===== config.mk =====
export PLATFORM = sky130hd
export DESIGN_NAME = icache_r32i
export DESIGN_NICKNAME = d
export VERILOG_FILES = /design/src/rtl/r32i_icache_pkg.sv /design/src/rtl/icache_store_r32i.sv /design/src/rtl/icache_r32i.sv
export SDC_FILE = /design/constraint.sdc
export NUM_CORES = 2
export LEC_CHECK = 0
export ABC_AREA = 1
export BUFFER_PORTS_ARGS = -buffer_cell sky130_fd_sc_hd__buf_2
export CORE_UTILIZATION = 57
export DETAILED_ROUTE_END_ITERATION = 12
export PLACE_DENSITY_LB_ADDON = 0.12
export SYNTH_ARGS = -nofsm -noshare
export SYNTH_HDL_FRONTEND = slang
export SYNTH_SLANG_ARGS = --single-unit

===== constraint.sdc =====
create_clock -name clock -period 3.2 [get_ports clock]
set_input_delay 0.16 -clock clock [delete_from_list [all_inputs] [get_ports clock]]
set_output_delay 0.16 -clock clock [all_outputs]
set_load 0.02 [all_outputs]

===== src/rtl/r32i_icache_pkg.sv =====
// Shared types and width helpers for the RV32I instruction cache.
// Holds the FSM state enum, the NOP filler word and address-split widths.
package r32i_icache_pkg;

  typedef enum logic {IDLE, REFILL} icache_state_t;

  localparam logic [31:0] NOP_INSTR = 32'h00000013;

  function automatic int log2i(input int n);
    return $clog2(n);
  endfunction

  function automatic int tag_w(
    input int aw,
    input int lines,
    input int words
  );
    return aw - log2i(lines) - log2i(words) - 2;
  endfunction

endpackage


===== src/rtl/icache_store_r32i.sv =====
// Data/tag/valid arrays of the instruction cache.
// Ports: clock, reset (async, clears valid), clear (sync bulk valid clear),
//   rd_line/rd_word -> rd_data/rd_tag/rd_valid (async read),
//   wr_en/wr_line/wr_word/wr_data (word write), set_en/set_tag (validate line).
module icache_store_r32i
  import r32i_icache_pkg::*;
#(
  parameter int LINES = 16,
  parameter int WORDS = 4,
  parameter int TW    = 24,
  parameter int IB    = log2i(LINES),
  parameter int WB    = log2i(WORDS)
) (
  input  logic          clock,
  input  logic          reset,
  input  logic          clear,
  input  logic [IB-1:0] rd_line,
  input  logic [WB-1:0] rd_word,
  output logic [31:0]   rd_data,
  output logic [TW-1:0] rd_tag,
  output logic          rd_valid,
  input  logic          wr_en,
  input  logic [IB-1:0] wr_line,
  input  logic [WB-1:0] wr_word,
  input  logic [31:0]   wr_data,
  input  logic          set_en,
  input  logic [TW-1:0] set_tag
);

  logic [31:0]      data [LINES][WORDS];
  logic [TW-1:0]    tags [LINES];
  logic [LINES-1:0] valid;

  assign rd_data  = data[rd_line][rd_word];
  assign rd_tag   = tags[rd_line];
  assign rd_valid = valid[rd_line];

  always_ff @(posedge clock) begin
    if (wr_en)
      data[wr_line][wr_word] <= wr_data;
    if (set_en)
      tags[wr_line] <= set_tag;
  end

  // Clear has priority so a flush on the final beat leaves the line invalid.
  always_ff @(posedge clock or posedge reset) begin
    if (reset)
      valid <= '0;
    else if (clear)
      valid <= '0;
    else if (set_en)
      valid[wr_line] <= 1'b1;
  end

endmodule


===== src/rtl/icache_r32i.sv =====
// Direct-mapped RV32I instruction cache with zero-latency hits and line refill.
// Ports: clock, reset (async high), ProgAddr, Flush -> Instruction, InsCacheStall;
//   refill: MemReq, MemAddr out, MemValid, MemData in.
// Macro ICACHE_STATS_EN adds HitCount/MissCount outputs.
module icache_r32i
  import r32i_icache_pkg::*;
#(
  parameter int dataW = 32,
  parameter int LINES = 16,
  parameter int WORDS = 4
) (
  input  logic             clock,
  input  logic             reset,
  input  logic [dataW-1:0] ProgAddr,
  input  logic             Flush,
  output logic [31:0]      Instruction,
  output logic             InsCacheStall,
  output logic             MemReq,
  output logic [dataW-1:0] MemAddr,
  input  logic             MemValid,
  input  logic [31:0]      MemData
`ifdef ICACHE_STATS_EN
  ,
  output logic [31:0]      HitCount,
  output logic [31:0]      MissCount
`endif
);

  localparam int WB = log2i(WORDS);
  localparam int IB = log2i(LINES);
  localparam int LO = WB + 2;
  localparam int TW = tag_w(dataW, LINES, WORDS);

  icache_state_t state;
  logic [WB-1:0] cnt;
  logic [IB-1:0] line_q;
  logic [TW-1:0] tag_q;
  logic          flushPend;

  logic [WB-1:0] a_word;
  logic [IB-1:0] a_line;
  logic [TW-1:0] a_tag;
  logic [31:0]   rd_data;
  logic [TW-1:0] rd_tag;
  logic          rd_valid;
  logic          hit;
  logic          miss;
  logic          wr_en;
  logic          last;
  logic          set_en;
  logic          unused;

  assign a_word = ProgAddr[LO-1:2];
  assign a_line = ProgAddr[IB+LO-1:LO];
  assign a_tag  = ProgAddr[dataW-1:IB+LO];
  assign unused = ^ProgAddr[1:0];

  always_comb begin
    hit    = (state == IDLE) && rd_valid
          && (rd_tag == a_tag);
    miss   = (state == IDLE) && !hit;
    wr_en  = (state == REFILL) && MemValid;
    last   = wr_en && (cnt == WB'(WORDS - 1));
    // A flush arriving on the final beat must also block validation.
    set_en = last && !flushPend && !Flush;
    Instruction   = hit ? rd_data : NOP_INSTR;
    InsCacheStall = !hit;
  end

  icache_store_r32i #(
    .LINES (LINES),
    .WORDS (WORDS),
    .TW    (TW),
    .IB    (IB),
    .WB    (WB)
  ) u_store (
    .clock    (clock),
    .reset    (reset),
    .clear    (Flush),
    .rd_line  (a_line),
    .rd_word  (a_word),
    .rd_data  (rd_data),
    .rd_tag   (rd_tag),
    .rd_valid (rd_valid),
    .wr_en    (wr_en),
    .wr_line  (line_q),
    .wr_word  (cnt),
    .wr_data  (MemData),
    .set_en   (set_en),
    .set_tag  (tag_q)
  );

  always_ff @(posedge clock or posedge reset) begin
    if (reset) begin
      state     <= IDLE;
      cnt       <= '0;
      line_q    <= '0;
      tag_q     <= '0;
      flushPend <= 1'b0;
      MemReq    <= 1'b0;
      MemAddr   <= '0;
    end else begin
      unique case (state)
        IDLE: begin
          if (miss && !Flush) begin
            state   <= REFILL;
            line_q  <= a_line;
            tag_q   <= a_tag;
            cnt     <= '0;
            MemReq  <= 1'b1;
            MemAddr <= {ProgAddr[dataW-1:LO],
                        {LO{1'b0}}};
          end
        end
        REFILL: begin
          if (Flush)
            flushPend <= 1'b1;
          if (wr_en)
            cnt <= cnt + 1'b1;
          if (last) begin
            state     <= IDLE;
            MemReq    <= 1'b0;
            flushPend <= 1'b0;
          end
        end
      endcase
    end
  end

`ifdef ICACHE_STATS_EN
  always_ff @(posedge clock or posedge reset) begin
    if (reset) begin
      HitCount  <= '0;
      MissCount <= '0;
    end else begin
      if (hit)
        HitCount <= HitCount + 32'd1;
      if (miss && !Flush)
        MissCount <= MissCount + 32'd1;
    end
  end
`endif

endmodule


==> results.toml <==
[routing]
avgRoutedWirePerCell_um = 28.1
finalWirelength_um = 291000
drtIter0Drc = 8862
drc_errors = 0
ant_nets = 0
dr.pass1.iters = 7
vias = 66100
routed_via_density = 6.37

[place]
hpwl_um = 155000
portBuffers = 127
gp_congestion = 0.856

[clocking]
cts_max_path_buffers = 3
cts_tree = "built"
clk_pin_slew_ns = 0.06
numCtsBuffers = 240
insertion_delay_ns = 0.89
htree_levels = 4
root_buffer = "clkbuf_16"
cts_num_sinks = 2481

[finish]
regArea_um2 = 74300
fin_util_pct = 66.0
final_nets = 7928
multi_input_area_um2 = 22600
fill_cells = 12300
drive_above_1_share_pct = 12.3
syn2layout_area_growth_pct = 14.8

[timing]
rsz0062_at_grt = "yes"
period_minus_slack_ns = 3.35
final-hold-violation-count = 0
max_freq_mhz = 298
tightestPinTransition_ns = 1.30
fin_skew_ns = 0.0468
fin_ws_ns = -0.154
whs_ns = 0.0522
timing.final.crit_share_pct = 105
setup_viol = 32
slew-limit-headroom_pct = 13.3
drv_slew = 0

[die]
core_area_um2 = 172000
fp.dieArea_um2 = 175000
rows = 152
floorplan.initialDensity_pct = 57.5
die_h_um = 419
die_x_um = 419
io_pins = 134

[synthesis]
synth.top_cell.area_share_pct = 73.8
synth_top_area_cell = "edfxtp_1"
yosysUniqueCellTypes = 38
ys_ff_latch = 2481
synthTopCellsByArea = "edfxtp_1, nand2_1, o21ai_0"
yosys_warnings = 0
syn_inst = 7608
synth-edff-count = 2432
synth_most_common_cell = "edfxtp_1"
syn_area_um2 = 99000
ys.flop_type = "edfxtp_1"
async_reset_ff_share_pct = 1.98
syn_avg_cell_area_um2 = 13.0
synthTopCellsByCount = "edfxtp_1, nand2_1, nor2_1, o21ai_0, nand3_1"
synth.yosys.seq_area_share_pct = 75.0

[setup_path]
end_kind = "output port"
r2r_cells = 6
crit_arrival_ns = 3.19
path_max_fanout = 8
cp_data_required_time_ns = 3.04
critPathLaunchType = "flop"
critPathKind = "flop to output port"

[power_and_ir_drop]
p_comb_share_pct = 9.0
p_clk_share_pct = 37.6
power.switching_mw = 17.6
p_int_mw = 53.8
ir_drop_mv = 0.582
leakagePower_nw = 38.6
power_density_nw_per_um2 = 629
switching_share_pct = 24.7
power_frac_seq_pct = 53.3

[global_routing]
grt_pass1_wl_um = 418000
gr-total-overflow = 0
antenna_found_initial = 9
grt_pass1_vias = 61500
grt_max_degree = 107
gr-usage-all-layers_pct = 32.9

[job]
cap_violations = 0

[min_path]
hold_class = "primary input to flop"
hold_depth = 1

[outcome]
failed_checks = "setup timing"
status = "finished, violations left"
power by group through the flow:
stage | clock network [mW] | logic (mW) | registers (mW)
after floorplan | 0 | 2.95 | 38.7
after global placement | 0 | 6.14 | 38.7
after detailed placement | 0 | 6.25 | 38.8
after CTS | 27.1 | 6.34 | 38.1
after global routing | 28.3 | 6.83 | 38.2
final | 26.9 | 6.45 | 38.1
worst paths after layout:
path	from	endpoint	slack (ns)
max	u_store.tags[13][4]	Instruction[29]	-0.15
min	MemData[31]	u_store.data[7][63]	0.05
max reg2reg	state	u_store.data[6][64]	0.42
min reg2reg	u_store.valid[0]	u_store.valid[0]	0.49
max in group asynchronous	reset	u_store.valid[9]	2.25
min in group asynchronous	reset	tag_q[2]	0.10
area by class of cell:
cell class              instances  share of cell area [%]
clock inverters               130                   0.913
repair buffers                559                    5.31
multi-input cells            4471                    19.9
flip-flops and latches       2481                    65.3
inverters                     103                   0.375
diodes                          3                 0.00661
clock buffers                 314                    5.60
well taps                    2310                    2.54
cell families (layout without fill, tap and decap cells):
group                    Yosys count  after routing  share of synthesized area [%]
AND/OR/NAND/NOR                 2772           2772                           11.4
AO/OA/AOI/OAI                   1690           1690                           10.4
multiplexers                       1              1                         0.0101
flip-flops                      2481           2481                           75.0
adder cells (fa/ha/maj)            4              4                         0.0506
other                              1              7                        0.00379
buffers and inverters            659           1106                           3.12
placed cells by master (no fill, tap or decap), drive strengths merged, types with 3 or more instances in the layout:
cell / netlist / final
a21oi: 444 / 444
a221o: 127 / 127
a221oi: 47 / 47
a22o: 13 / 13
a32o: 51 / 51
buf: 349 / 513
bufinv: 0 / 11
clkbuf: 207 / 316
clkinv: 0 / 113
conb: 1 / 4
dfrtp: 49 / 49
diode: 0 / 3
dlygate4sd3: 0 / 44
edfxtp: 2432 / 2432
ha: 4 / 4
inv: 103 / 109
nand2: 1440 / 1440
nand3: 599 / 599
nor2: 684 / 684
nor3: 41 / 41
o211ai: 78 / 78
o21ai: 662 / 662
o221ai: 92 / 92
o22ai: 171 / 171
o31ai: 3 / 3
or2: 4 / 4
metrics by stage:
step	cells	total power [mW]	setup WS (ns)	cell area, um2	TNS (ns)
6_report	10400	71.4	-0.154	114000	-3.11
5_1_grt	10400	73.4	-0.315	114000	-7.83
4_1_cts	10400	71.5	-0.139	113000	-3.01
3_5_place_dp	9864	45.0	0.0375	105000	0
3_3_place_gp	9864	44.9	0.0410	105000	0
2_1_floorplan	7611	41.7	0.100	99000	0
sequential cells by signal (all words and copies together) (netlist names):
signal and cells:
u_store.data 2048, u_store.tags 384, tag_q 24, u_store.valid 16, line_q 3, cnt 2, MemAddr 1, MemReq 1
flushPend 1, state 1
per-layer routing:
metal / up-vias / GRT usage (%) / part of all wire, %
met4: 16 / 13.4 / 4.3
met1: 32900 / 46.4 / 39
li1: 28700 / - / -
met3: 628 / 5.51 / 10
met5: - / 0 / 0.037
met2: 3805 / 51.4 / 47
worst max-delay path, stage by stage, from the launching register on:
cell      delay, ns
edfxtp_1       0.33
nand2_1        0.06
nand3_1        0.09
nand3_1        0.08
nand3_1        0.14
nand2_1        0.07
nand2_1        0.12
nand4_1        0.16
nor3_2         0.17
nand4_1        0.16
buf_6          0.17
buf_12         0.16
nor3_1         0.21
buf_4          0.19
buf_4          0.15
timing repair:
item / in CTS / in global routing
setup endpoints to repair: 33 / 33
endpoints found under the hold margin: 548 / 0
gates cloned: 3 / 2
resized for setup: 54 / 78
hold buffers: 44 / 0
buffers inserted: 5 / 7
pin swaps: 3 / 13
Power figures use the tool's default switching activity.
